`config.mk`:
```
export PLATFORM = sky130hd
export DESIGN_NAME = addsub_ctl
export DESIGN_NICKNAME = d
export VERILOG_FILES = /design/src/rtl/mix_pkg.sv /design/src/rtl/sm_adder.sv /design/src/rtl/addsub_ctl.sv
export SDC_FILE = /design/constraint.sdc
export NUM_CORES = 1
export LEC_CHECK = 0
export ABC_CLOCK_PERIOD_IN_PS = 7300
export CORE_MARGIN = 5
export CORE_UTILIZATION = 55
export DETAILED_ROUTE_END_ITERATION = 10
export GPL_TIMING_DRIVEN = 0
export PLACE_DENSITY = 0.79
export SYNTH_ARGS = -nofsm -noshare
export SYNTH_HDL_FRONTEND = slang
export SYNTH_SLANG_ARGS = --single-unit
export TNS_END_PERCENT = 50
```
`constraint.sdc`:
```
create_clock -name clk -period 7.3 [get_ports clk]
set_input_delay 1.095 -clock clk [delete_from_list [all_inputs] [get_ports clk]]
set_output_delay 1.095 -clock clk [all_outputs]
set_load 0.01 [all_outputs]
```
`src/rtl/mix_pkg.sv`:
```
// Shared MIX definitions: word geometry, op and state encodings, field helpers.
package mix_pkg;

    localparam int unsigned WORD_W = 31;
    localparam int unsigned BYTE_W = 6;
    localparam int unsigned MAG_W  = WORD_W - 1;
    localparam int unsigned NBYTES = 5;

    typedef enum logic [1:0] {
        OP_ADD = 2'b00,
        OP_SUB = 2'b01,
        OP_INC = 2'b10,
        OP_DEC = 2'b11
    } op_e;

    typedef enum logic [1:0] {
        ST_IDLE  = 2'b00,
        ST_FETCH = 2'b01,
        ST_EXEC  = 2'b10,
        ST_WRITE = 2'b11
    } state_e;

    // Sign-magnitude MIX word; sign=1 means negative.
    typedef struct packed {
        logic             sign;
        logic [MAG_W-1:0] mag;
    } word_t;

    function automatic logic fspec_ok(input logic [5:0] f);
        return (f[5:3] <= f[2:0]) && (f[2:0] <= 3'd5);
    endfunction

    // Bytes max(l,1)..r of a magnitude, right-justified; assumes r <= 5.
    function automatic logic [MAG_W-1:0] field_mag(input logic [MAG_W-1:0] mag,
                                                   input logic [2:0]       l,
                                                   input logic [2:0]       r);
        logic [2:0]       lp;
        int unsigned      nb;
        logic [MAG_W-1:0] mask;
        lp   = (l == 3'd0) ? 3'd1 : l;
        nb   = (r >= lp) ? (32'(r - lp) + 32'd1) : 32'd0;
        mask = {MAG_W{1'b1}} >> (BYTE_W * (NBYTES - nb));
        return (mag >> (BYTE_W * (NBYTES - 32'(r)))) & mask;
    endfunction

endpackage

```
`src/rtl/sm_adder.sv`:
```
// Combinational 31-bit sign-magnitude adder; zero results take the sign of i_a.
module sm_adder
    import mix_pkg::*;
(
    input  logic [WORD_W-1:0] i_a,
    input  logic [WORD_W-1:0] i_b,
    output logic [WORD_W-1:0] o_sum_c,
    output logic              o_carry_c
);

    word_t          w_a;
    word_t          w_b;
    word_t          w_s;
    logic [MAG_W:0] w_add;

    assign w_a   = i_a;
    assign w_b   = i_b;
    assign w_add = {1'b0, w_a.mag} + {1'b0, w_b.mag};

    always_comb begin
        w_s       = w_a;
        o_carry_c = 1'b0;
        if (w_a.sign == w_b.sign) begin
            w_s.mag   = w_add[MAG_W-1:0];
            o_carry_c = w_add[MAG_W];
        end else if (w_a.mag >= w_b.mag) begin
            w_s.mag = w_a.mag - w_b.mag;
        end else begin
            w_s.sign = w_b.sign;
            w_s.mag  = w_b.mag - w_a.mag;
        end
        if (w_s.mag == '0) begin
            w_s.sign = w_a.sign;
        end
    end

    assign o_sum_c = w_s;

endmodule

```
`src/rtl/addsub_ctl.sv`:
```
// MIX ADD/SUB (and optional INC/DEC) sequencer: fetch operand, field-extract, add, write rA.
// Optional feature: define ADDSUB_INC_EN to execute op 10/11 as INC/DEC with an immediate.
module addsub_ctl
    import mix_pkg::*;
#(
    parameter int unsigned TIMEOUT = 255
) (
    input  logic              clk,
    input  logic              rst_n,
    input  logic              start,
    input  logic [1:0]        op,
    input  logic [5:0]        fspec,
    input  logic [12:0]       imm,
    output logic              mem_req,
    input  logic              mem_ack,
    input  logic [WORD_W-1:0] mem_data,
    input  logic [WORD_W-1:0] ra_in,
    output logic [WORD_W-1:0] ra_out,
    output logic              ra_we,
    output logic              ovf_set,
    output logic              busy,
    output logic              done,
    output logic              err
);

    localparam int unsigned      CNT_W    = (TIMEOUT > 1) ? $clog2(TIMEOUT) : 1;
    localparam logic [CNT_W-1:0] CNT_LAST = CNT_W'(TIMEOUT - 1);

    state_e            r_state,   w_state_nxt;
    logic              r_mem_req, w_mem_req_nxt;
    logic              r_ra_we,   w_ra_we_nxt;
    logic              r_ovf_set, w_ovf_set_nxt;
    logic              r_busy,    w_busy_nxt;
    logic              r_done,    w_done_nxt;
    logic              r_err,     w_err_nxt;
    logic [WORD_W-1:0] r_ra_out,  w_ra_out_nxt;
    logic [CNT_W-1:0]  r_cnt,     w_cnt_nxt;
    word_t             r_opnd,    w_opnd_nxt;
    logic              r_sub,     w_sub_nxt;
    logic [5:0]        r_fspec,   w_fspec_nxt;

    op_e               w_op;
    word_t             w_mem;
    logic [WORD_W-1:0] w_sum;
    logic              w_carry;

    assign w_op  = op_e'(op);
    assign w_mem = mem_data;

`ifndef ADDSUB_INC_EN
    logic w_unused_imm;
    assign w_unused_imm = ^imm;
`endif

    sm_adder u_adder (
        .i_a       (ra_in),
        .i_b       (r_opnd),
        .o_sum_c   (w_sum),
        .o_carry_c (w_carry)
    );

    always_ff @(posedge clk or negedge rst_n) begin
        if (!rst_n) begin
            r_state   <= ST_IDLE;
            r_mem_req <= 1'b0;
            r_ra_we   <= 1'b0;
            r_ovf_set <= 1'b0;
            r_busy    <= 1'b0;
            r_done    <= 1'b0;
            r_err     <= 1'b0;
            r_ra_out  <= '0;
            r_cnt     <= '0;
            r_opnd    <= '0;
            r_sub     <= 1'b0;
            r_fspec   <= '0;
        end else begin
            r_state   <= w_state_nxt;
            r_mem_req <= w_mem_req_nxt;
            r_ra_we   <= w_ra_we_nxt;
            r_ovf_set <= w_ovf_set_nxt;
            r_busy    <= w_busy_nxt;
            r_done    <= w_done_nxt;
            r_err     <= w_err_nxt;
            r_ra_out  <= w_ra_out_nxt;
            r_cnt     <= w_cnt_nxt;
            r_opnd    <= w_opnd_nxt;
            r_sub     <= w_sub_nxt;
            r_fspec   <= w_fspec_nxt;
        end
    end

    // Outputs are computed for the next state so they line up with it after the edge.
    always_comb begin
        w_state_nxt   = r_state;
        w_mem_req_nxt = 1'b0;
        w_ra_we_nxt   = 1'b0;
        w_ovf_set_nxt = 1'b0;
        w_done_nxt    = 1'b0;
        w_err_nxt     = 1'b0;
        w_ra_out_nxt  = r_ra_out;
        w_cnt_nxt     = r_cnt;
        w_opnd_nxt    = r_opnd;
        w_sub_nxt     = r_sub;
        w_fspec_nxt   = r_fspec;

        case (r_state)
            ST_IDLE: begin
                if (start) begin
                    case (w_op)
                        OP_ADD, OP_SUB: begin
                            if (fspec_ok(fspec)) begin
                                w_state_nxt   = ST_FETCH;
                                w_mem_req_nxt = 1'b1;
                                w_cnt_nxt     = '0;
                                w_sub_nxt     = (w_op == OP_SUB);
                                w_fspec_nxt   = fspec;
                            end else begin
                                w_err_nxt = 1'b1;
                            end
                        end
                        default: begin
`ifdef ADDSUB_INC_EN
                            w_opnd_nxt.sign = imm[12] ^ (w_op == OP_DEC);
                            w_opnd_nxt.mag  = MAG_W'(imm[11:0]);
                            w_state_nxt     = ST_EXEC;
`else
                            w_err_nxt = 1'b1;
`endif
                        end
                    endcase
                end
            end
            ST_FETCH: begin
                if (mem_ack) begin
                    w_opnd_nxt.sign = ((r_fspec[5:3] == 3'd0) ? w_mem.sign : 1'b0) ^ r_sub;
                    w_opnd_nxt.mag  = field_mag(w_mem.mag, r_fspec[5:3], r_fspec[2:0]);
                    w_state_nxt     = ST_EXEC;
                end else if (r_cnt == CNT_LAST) begin
                    w_err_nxt   = 1'b1;
                    w_state_nxt = ST_IDLE;
                end else begin
                    w_cnt_nxt     = r_cnt + CNT_W'(1);
                    w_mem_req_nxt = 1'b1;
                end
            end
            ST_EXEC: begin
                w_ra_out_nxt  = w_sum;
                w_ovf_set_nxt = w_carry;
                w_ra_we_nxt   = 1'b1;
                w_done_nxt    = 1'b1;
                w_state_nxt   = ST_WRITE;
            end
            ST_WRITE: begin
                w_state_nxt = ST_IDLE;
            end
            default: begin
                w_state_nxt = ST_IDLE;
            end
        endcase

        w_busy_nxt = (w_state_nxt != ST_IDLE);
    end

    assign mem_req = r_mem_req;
    assign ra_out  = r_ra_out;
    assign ra_we   = r_ra_we;
    assign ovf_set = r_ovf_set;
    assign busy    = r_busy;
    assign done    = r_done;
    assign err     = r_err;

endmodule

```
==> results of run 1 <==
==> registers in the layout, summed over array words and instances, names as in the netlist, 2 cells and up <==
register and count:
ra_out 31, r_state 2, r_opnd 31, r_fspec 6, r_cnt 8
==> placed cells by master (no fill, tap or decap), types with 8 or more instances in the layout <==
cell / Yosys / routed
a211oi_1: 19 / 19
a21o_1: 27 / 27
a21oi_1: 139 / 139
a221oi_1: 11 / 11
a31oi_1: 14 / 14
and2_1: 9 / 9
and3_1: 10 / 10
buf_2: 15 / 15
clkbuf_1: 53 / 49
clkbuf_16: 0 / 9
clkdlybuf4s50_1: 0 / 109
dfrtp_1: 84 / 83
ha_1: 118 / 118
inv_1: 119 / 119
mux2_2: 13 / 13
mux2i_1: 15 / 15
mux4_2: 13 / 13
nand2_1: 178 / 178
nand2b_1: 19 / 19
nand3_1: 39 / 39
nand4_1: 29 / 29
nor2_1: 119 / 119
nor2b_1: 17 / 17
nor3_1: 22 / 22
nor4_1: 9 / 9
o211ai_1: 14 / 14
o21a_1: 15 / 15
o21ai_0: 117 / 116
o21bai_1: 19 / 19
o22ai_1: 8 / 8
o31ai_1: 23 / 23
or3_1: 11 / 11
xnor2_1: 35 / 35
xor2_1: 11 / 11
==> per-stage QoR <==
step                util (%)  setup TNS (ps)  cells
floorplan                  -               0   1487
global placement       62.53           -6016   1867
detailed placement     62.68           -7998   1868
CTS                    64.20               0   1883
global route           64.30          -3.743   1883
finish                 64.30               0   1883
==> Yosys cell counts, types with 6 or more instances <==
library cell	number
o22ai_1	8
mux4_2	13
nor4_1	9
o31a_1	6
o31ai_1	23
or3_1	11
and3_1	10
nand2_1	178
buf_2	15
ha_1	118
mux2_2	13
o21bai_1	19
o21a_1	15
nor2_1	119
a31oi_1	14
o211ai_1	14
a21o_1	27
dfrtp_1	84
a221oi_1	11
and2_1	9
xor2_1	11
inv_1	119
nor2b_1	17
clkbuf_1	53
nand2b_1	19
nand3_1	39
nor3_1	22
nand4_1	29
mux2i_1	15
a211oi_1	19
a2111oi_0	7
xnor2_1	35
a211o_1	6
a21oi_1	139
o21ai_0	117
a22oi_1	7
==> how the worst max path moves through the flow <==
stage | start | end | slack [ps] | depth (start not counted)
floorplan | r_fspec[0] | r_opnd[22] | 880 | 31
global placement | r_fspec[0] | r_opnd[17] | -310 | 31
detailed placement | r_fspec[0] | r_opnd[19] | -390 | 31
CTS | r_fspec[0] | r_opnd[19] | 110 | 28
global route | r_fspec[0] | r_opnd[7] | -3 | 27
finish | r_fspec[0] | r_opnd[19] | 510 | 27
==> worst max-delay path, stage by stage, from the launching register on <==
cell      delay (ps)
dfrtp_2          500
clkbuf_4         250
inv_1            180
ha_1             200
inv_1             60
fa_1             350
inv_1             70
fa_1             470
xor2_1           260
a21oi_2          110
ha_1             210
inv_1            120
nand3_1           90
ha_1             430
inv_1            220
ha_1             400
clkbuf_2         230
nor3b_2          270
nor2_1            60
o21ai_0          150
o21ai_0          210
a31oi_1          210
mux2i_1          110
a2111o_1         440
nor4_4           370
nand4b_2         250
buf_6            220
o31ai_1          250
==> layout make-up <==
class	count	area (um2)
flip-flops and latches	84	2103
clock inverters	7	82.58
inverters	119	446.7
well taps	270	337.8
plain buffers	73	314.1
multi-input cells	1209	8242
clock buffers	9	225.2
fillers	1859	7154
repair buffers	112	1134
==> timing repair <==
item                                    CTS  global route
resized for setup                         2             8
endpoints found under the setup margin   30            30
pin swaps                                 0             1
setup buffers                             0             1
==> per-layer routing <==
metal	vias up	track usage, %
met5	-	0
met4	6	17.08
met3	136	4.835
met2	561	59.04
met1	5705	39.91
li1	5635	-
==> logic make-up after synthesis <==
logic type	count (synthesis)	share of synthesized area (%)
AOI/OAI and AO/OA	501	29.41
and+or+nand+nor	497	21.46
muxes	41	5.314
xor gates and xnor gates	47	3.779
adders and majority gates	123	14.21
DFF	84	18.95
buffers and inverters	194	6.870
==> results.sh, run 1 <==
export IMPL_finalSetupViolCount=0
export IMPL_avgRoutedWirePerCell_um=21.38
export IMPL_period_needed_ps=6788
export IMPL_ys_seq_area_share_pct=18.95
export IMPL_via_count=12043
export IMPL_synth_top_cells_by_area="dfrtp_1 (19%), ha_1 (13%), a21oi_1 (6.3%), nand2_1 (6.0%), o21ai_0 (5.3%)"
export IMPL_grt_use_total_pct=33.58
export IMPL_min_path_type="flop to flop"
export IMPL_ys_flop_type="dfrtp_1"
export IMPL_syn_inst=1487
export IMPL_clkTransAtPathRegs_ps=70
export IMPL_ioPinCount=124
export IMPL_worst_r2r_path_depth=27
export IMPL_cts_root_buf="clkbuf_16"
export IMPL_final_max_slew_viol_count=0
export IMPL_nNetsFinal=1818
export IMPL_start_util_pct=55.34
export IMPL_first_global_vias=11781
export IMPL_r2r_start="r_fspec[0]"
export IMPL_fp_dieH_um=152
export IMPL_synthesis_area_um2=11090
export IMPL_antenna_found_initial=3
export IMPL_whs_endpoint="ra_out[9]"
export IMPL_criticalPathCategory="flop to flop"
export IMPL_dp_hpwl_mm=33.08
export IMPL_clockBufferDepth=2
export IMPL_overflow=0
export IMPL_avgSynthCellArea_um2=7.458
export IMPL_reg2reg_to="r_opnd[19]"
export IMPL_holdCritStartpoint="ra_out[9]"
export IMPL_core_area_um2=20040
export IMPL_cp_data_arrival_time_ps=7040
export IMPL_crit_fanout=10
export IMPL_holdPathStages=2
export IMPL_dpl_instance_area_um2=12560
export IMPL_fin_skew_ps=12.06
export IMPL_worst_pin_slew_ps=1152
export IMPL_drtIter0Drc=1069
export IMPL_fin_area_um2=12880
export IMPL_cts_max_level=3
export IMPL_diodes=0
export IMPL_drive_gt1_share_pct=6.386
export IMPL_fmax_ghz=0.1473
export IMPL_drv_cap=0
export IMPL_rrSetupSlack_ps=510
export IMPL_dr_pass1_iters=5
export IMPL_cts_hold_buffers=0
export IMPL_yosys_area_top_type_share_pct=18.95
export IMPL_cts_num_sinks=84
export IMPL_cp_start_kind="flop"
export IMPL_hold_viol=0
export IMPL_grt_pass1_wl_mm=63.43
export IMPL_required_ps=7550
export IMPL_io_buffers=110
export IMPL_insertion_delay_ps=350
export IMPL_dieArea_um2=23100
export IMPL_wl_met2_mm=19.64
export IMPL_synth_cell_types=88
export IMPL_yosysWarnings=0
export IMPL_relSlewSlack_pct=21.25
export IMPL_hold_ws_ps=473.7
export IMPL_totalWireLength_mm=40.26
export IMPL_detail_route_antenna_nets=0
export IMPL_ys_ff_latch=84
export IMPL_routabilityCongestion=1.048
export IMPL_routed_top_layer="met5"
export IMPL_num_rows=52
export IMPL_grt_max_degree=62
export IMPL_synth_edff_count=0
export IMPL_drc=0
export IMPL_avgViaCountPerCell=6.396
export IMPL_dp_slack_ps=-385.4
export IMPL_wl_met1_mm=15.65
export IMPL_synthesis_nets=1697
export IMPL_critPathCaptureType="flop"
export IMPL_status="completed"
export IMPL_dr_wl_met3_mm=2.627
export IMPL_cts_buffers=9
export IMPL_syn_to_final_growth_pct=16.18
export IMPL_cts_tree="built"
export IMPL_synthArstFlopShare_pct=100.0
export IMPL_die_x_um=152
export IMPL_finalWorstSetupSlack_ps=512.5
export IMPL_min_period_over_period_pct=92.98
export IMPL_yosys_area_top_type="dfrtp_1"
Power of run 1 is not shown: default switching activity piles up to over one toggle a cycle in this logic, so the estimate is an artifact.
==> run 2, diff against run 1 <==
--- a/config.mk
+++ b/config.mk
@@ -5,12 +5,15 @@
 export SDC_FILE = /design/constraint.sdc
 export NUM_CORES = 1
 export LEC_CHECK = 0
-export ABC_CLOCK_PERIOD_IN_PS = 7300
+export ABC_CLOCK_PERIOD_IN_PS = 7200
+export CELL_PAD_IN_SITES_DETAIL_PLACEMENT = 1
+export CELL_PAD_IN_SITES_GLOBAL_PLACEMENT = 2
 export CORE_MARGIN = 5
-export CORE_UTILIZATION = 55
+export CORE_UTILIZATION = 34
 export DETAILED_ROUTE_END_ITERATION = 10
 export GPL_TIMING_DRIVEN = 0
-export PLACE_DENSITY = 0.79
+export PLACE_DENSITY = 0.84
+export SLEW_MARGIN = 20
 export SYNTH_ARGS = -nofsm -noshare
 export SYNTH_HDL_FRONTEND = slang
 export SYNTH_SLANG_ARGS = --single-unit
==> constraint.sdc (replaced) <==
create_clock -name clk -period 7.2 [get_ports clk]
set_input_delay 1.08 -clock clk [delete_from_list [all_inputs] [get_ports clk]]
set_output_delay 1.08 -clock clk [all_outputs]
set_load 0.01 [all_outputs]
==> results.sh, run 2 (synthesized netlist as in run 1, its figures left out) <==
export IMPL_holdCritStartpoint="ra_out[6]"
export IMPL_whs_endpoint="ra_out[6]"
export IMPL_final_max_slew_viol_count=0
export IMPL_crit_fanout=10
export IMPL_required_ps=7460
export IMPL_path_common_cell="inv_1"
export IMPL_worst_r2r_path_depth=25
export IMPL_via_count=11769
export IMPL_dp_slack_ps=-776.5
export IMPL_layout_common_cells="nand2_1 (178), a21oi_1 (139), inv_1 (119), nor2_1 (119), ha_1 (118)"
export IMPL_routabilityCongestion=0.9455
export IMPL_io_buffers=110
export IMPL_reg2reg_to="r_opnd[22]"
export IMPL_criticalPathCategory="flop to flop"
export IMPL_rrSetupSlack_ps=360
export IMPL_cts_buffers=9
export IMPL_diodes=0
export IMPL_nNetsFinal=1818
export IMPL_grt_use_total_pct=24.52
export IMPL_clockBufferDepth=2
export IMPL_fill_cells=4070
export IMPL_fmax_ghz=0.1461
export IMPL_cts_root_buf="clkbuf_16"
export IMPL_cts_max_level=3
export IMPL_min_path_type="flop to flop"
export IMPL_cp_start_kind="flop"
export IMPL_overflow=0
export IMPL_drv_cap=0
export IMPL_core_area_um2=32370
export IMPL_insertion_delay_ps=360
export IMPL_dr_pass1_iters=5
export IMPL_critPathSlowestCell="dfrtp_2"
export IMPL_avgRoutedWirePerCell_um=21.93
export IMPL_grt_max_degree=48
export IMPL_status="completed"
export IMPL_dp_hpwl_mm=37.68
export IMPL_worst_pin_slew_ps=1156
export IMPL_syn_to_final_growth_pct=18.24
export IMPL_min_period_over_period_pct=95.04
export IMPL_die_x_um=190.6
export IMPL_drtIter0Drc=657
export IMPL_holdPathStages=2
export IMPL_avgViaCountPerCell=5.727
export IMPL_r2r_start="r_fspec[0]"
export IMPL_detail_route_antenna_nets=0
export IMPL_finalSetupViolCount=0
export IMPL_finalWorstSetupSlack_ps=357.0
export IMPL_drive_gt1_share_pct=6.510
export IMPL_ioPinCount=124
export IMPL_critPathCaptureType="flop"
export IMPL_grt_pass1_wl_mm=70.29
export IMPL_layout_commonest_cell="nand2_1"
export IMPL_cp_data_arrival_time_ps=7100
export IMPL_period_needed_ps=6843
export IMPL_drc=0
export IMPL_totalWireLength_mm=45.08
export IMPL_cts_tree="built"
export IMPL_fp_dieH_um=190.6
export IMPL_hold_viol=0
export IMPL_antenna_found_initial=2
export IMPL_dieArea_um2=36330
export IMPL_clkTransAtPathRegs_ps=70
export IMPL_relSlewSlack_pct=22.10
export IMPL_first_global_vias=12481
export IMPL_cp_slowest_stage_delay_ps=500
export IMPL_fin_skew_ps=9.269
export IMPL_num_rows=66
export IMPL_start_util_pct=34.26
export IMPL_cts_num_sinks=84
## run 2: changes by cell type in the layout (fill, tap and decap cells not counted), sizes merged
cell,before,now
clkbuf,61,59
buf,24,26
clkinvlp,1,0
clkinv,1,2
## run 2: how the worst max path moves through the flow
stage	end	slack (ps)	from
2_1_floorplan	r_opnd[22]	780	r_fspec[0]
3_3_place_gp	r_opnd[23]	-560	r_fspec[0]
3_5_place_dp	r_opnd[22]	-780	r_fspec[0]
4_1_cts	r_opnd[19]	50	r_fspec[0]
5_1_grt	r_opnd[22]	-30	r_fspec[0]
6_report	r_opnd[22]	360	r_fspec[0]
## run 2: area by class of cell
class / count / area [um2] / area share [%]
clock inverters: 7 / 81.33 / 0.6202
repair buffers: 113 / 1142 / 8.711
plain buffers: 72 / 311.5 / 2.376
flip-flops and latches: 84 / 2103 / 16.04
clock buffers: 9 / 225.2 / 1.717
multi-input cells: 1209 / 8250 / 62.91
inverters: 119 / 446.7 / 3.406
well taps: 442 / 553.0 / 4.217
## run 2: critical path: cells and delay by family (launching register included)
kind / cells / cell delay (ps)
buffers and inverters: 9 / 1510
AOI/OAI and AO/OA: 2 / 360
DFF: 1 / 500
xor gates and xnor gates: 1 / 280
adders and majority gates: 6 / 2060
muxes: 1 / 390
and+or+nand+nor: 6 / 1630
## run 2: stage by stage
step / std cells / instance area [um2] / util, % / setup TNS [ps] / hold slack (ps)
after floorplan: 1487 / 11090 / - / 0 / 458.5
final: 2055 / 13110 / 40.51 / 0 / 477.2
after global routing: 2055 / 13110 / 40.51 / -51.22 / 513.1
after global placement: 2039 / 12740 / 39.37 / -13060 / 462.3
after CTS: 2056 / 13090 / 40.45 / 0 / 484.1
after detailed placement: 2041 / 12780 / 39.49 / -18990 / 466.5
## run 2: routing by layer
layer | part of all wire, % | vias to the layer above | routed length (um) | track usage, %
met2 | 49 | 293 | 21900 | 42.83
met4 | 4.1 | 4 | 1864 | 10.00
met3 | 4.1 | 73 | 1831 | 2.948
li1 | - | 5620 | - | -
met1 | 43 | 5779 | 19440 | 30.70
met5 | 0.080 | - | 36 | 0
## run 2: timing repair
item	in CTS	in global routing
setup endpoints to repair	30	25
setup buffers	0	1
pin swaps	1	1
hold buffers	0	0
gates resized for setup	5	7
Power of run 2 is left out for the same reason.
==> run 3, diff against run 2 <==
--- a/config.mk
+++ b/config.mk
@@ -5,13 +5,14 @@
 export SDC_FILE = /design/constraint.sdc
 export NUM_CORES = 1
 export LEC_CHECK = 0
-export ABC_CLOCK_PERIOD_IN_PS = 7200
+export ABC_CLOCK_PERIOD_IN_PS = 7470
 export CELL_PAD_IN_SITES_DETAIL_PLACEMENT = 1
 export CELL_PAD_IN_SITES_GLOBAL_PLACEMENT = 2
 export CORE_MARGIN = 5
 export CORE_UTILIZATION = 34
+export CTS_CLUSTER_SIZE = 12
 export DETAILED_ROUTE_END_ITERATION = 10
-export GPL_TIMING_DRIVEN = 0
+export GPL_TIMING_DRIVEN = 1
 export PLACE_DENSITY = 0.84
 export SLEW_MARGIN = 20
 export SYNTH_ARGS = -nofsm -noshare
==> constraint.sdc (replaced) <==
create_clock -name clk -period 7.47 [get_ports clk]
set_input_delay 1.1205 -clock clk [delete_from_list [all_inputs] [get_ports clk]]
set_output_delay 1.1205 -clock clk [all_outputs]
set_load 0.01 [all_outputs]
==> results.sh, run 3 (synthesized netlist as in run 1, its figures left out) <==
export IMPL_required_ps=7700
export IMPL_start_util_pct=34.26
export IMPL_critPathCaptureType="flop"
export IMPL_dp_slack_ps=526.5
export IMPL_crit_family="adder cells"
export IMPL_relSlewSlack_pct=32.71
export IMPL_insertion_delay_ps=360
export IMPL_path_buf_inv=5
export IMPL_dr_pass1_iters=5
export IMPL_cts_root_buf="clkbuf_16"
export IMPL_first_global_vias=11782
export IMPL_avgViaCountPerCell=5.755
export IMPL_cts_buffers=9
export IMPL_overflow=0
export IMPL_finalSetupViolCount=0
export IMPL_ioPinCount=124
export IMPL_r2r_start="r_fspec[5]"
export IMPL_fin_skew_ps=11.73
export IMPL_cts_tree="built"
export IMPL_multiInputGateArea_um2=8260
export IMPL_holdCritStartpoint="ra_out[13]"
export IMPL_layout_common_cells="nand2_1 (178), a21oi_1 (139), inv_1 (119), nor2_1 (119), ha_1 (118)"
export IMPL_diodes=0
export IMPL_cts_num_sinks=84
export IMPL_totalWireLength_mm=42.46
export IMPL_rsz0062_at_grt="no"
export IMPL_clockBufferDepth=2
export IMPL_cp_start_kind="flop"
export IMPL_grt_pass1_wl_mm=67.34
export IMPL_regArea_um2=2102
export IMPL_fmax_ghz=0.1454
export IMPL_status="completed"
export IMPL_cts_max_level=3
export IMPL_fp_dieH_um=190.6
export IMPL_antenna_found_initial=3
export IMPL_criticalPathCategory="flop to flop"
export IMPL_critPathSlowestCell="fa_1"
export IMPL_num_rows=66
export IMPL_drv_cap=0
export IMPL_drtIter0Drc=725
export IMPL_routabilityCongestion=0.9055
export IMPL_fill_cells=4018
export IMPL_grt_max_degree=65
export IMPL_nNetsFinal=1763
export IMPL_syn_to_final_growth_pct=16.20
export IMPL_setup_tns_final_ps=0
export IMPL_detail_route_antenna_nets=0
export IMPL_finalWorstSetupSlack_ps=592.1
export IMPL_period_needed_ps=6878
export IMPL_critPathLaunch="r_fspec[5]"
export IMPL_die_x_um=190.6
export IMPL_final_max_slew_viol_count=0
export IMPL_min_path_type="flop to flop"
export IMPL_via_count=11509
export IMPL_dp_hpwl_mm=34.95
export IMPL_cp_data_arrival_time_ps=7110
export IMPL_io_buffers=110
export IMPL_clkTransAtPathRegs_ps=60
export IMPL_avgRoutedWirePerCell_um=21.23
export IMPL_worst_pin_slew_ps=996.7
export IMPL_drive_gt1_share_pct=6.354
export IMPL_crit_fanout=14
export IMPL_grt_use_total_pct=23.28
export IMPL_min_period_over_period_pct=92.07
export IMPL_hold_viol=0
export IMPL_drc=0
export IMPL_cts_hold_buffers=0
export IMPL_layout_commonest_cell="nand2_1"
export IMPL_dieArea_um2=36330
export IMPL_core_area_um2=32370
export IMPL_cp_slowest_stage_delay_ps=470
-- run 3: cell count changes in the layout (fill, tap and decap cells not counted), sizes merged --
cell      previous run  this run
buf                 26        21
bufinv               1         0
clkbuf              59        10
clkinv               2         0
clkinvlp             0         4
inv                123       121
-- run 3: final timing paths --
| path | cells after the start | end | slack [ps] |
|---|---|---|---|
| max | 27 | r_opnd[25] | 590 |
| min | 2 | ra_out[13] | 480 |
| max reg2reg | 27 | r_opnd[25] | 590 |
| min reg2reg | 2 | ra_out[13] | 480 |
| max in group asynchronous | 2 | ra_out[14] | 5680 |
| min in group asynchronous | 1 | r_opnd[16] | 640 |
-- run 3: per-layer routing --
metal | global-route usage (%) | vias up | wire length (um)
li1 | - | 5513 | -
met1 | 30.16 | 5683 | 18950
met2 | 39.87 | 246 | 20530
met3 | 2.655 | 61 | 1413
met4 | 8.785 | 6 | 1520
met5 | 0 | - | 44
-- run 3: final cells by class --
type	instances	share of cell area (%)
sequential	84	16.31
clock inverter	6	0.3689
clock buffer	10	1.777
tap	442	4.291
inverter	119	3.466
multi-input combinational	1209	64.10
timing repair buffer	130	9.689
-- run 3: metrics by stage --
step           area (um2)  std cells  util, %  hold slack [ps]
6_report            12890       2000    39.81            476.6
5_1_grt             12890       2000    39.81            510.0
4_1_cts             12880       2000    39.78            483.3
3_5_place_dp        12600       1984    38.93            469.1
3_3_place_gp        12600       1984    38.93            461.9
2_1_floorplan       11090       1487        -            458.5
-- run 3: repair_timing --
item	CTS	global route
setup buffers	0	0
setup endpoints to repair	0	3
resized for setup	0	1
-- run 3: worst min-delay path: cells and delay by family (launching register included) --
| family | cells | cell delay [ps] |
|---|---|---|
| AO/OA/AOI/OAI | 1 | 60 |
| flip-flops | 1 | 340 |
| AND/OR/NAND/NOR | 1 | 50 |
Power of run 3 is left out for the same reason.
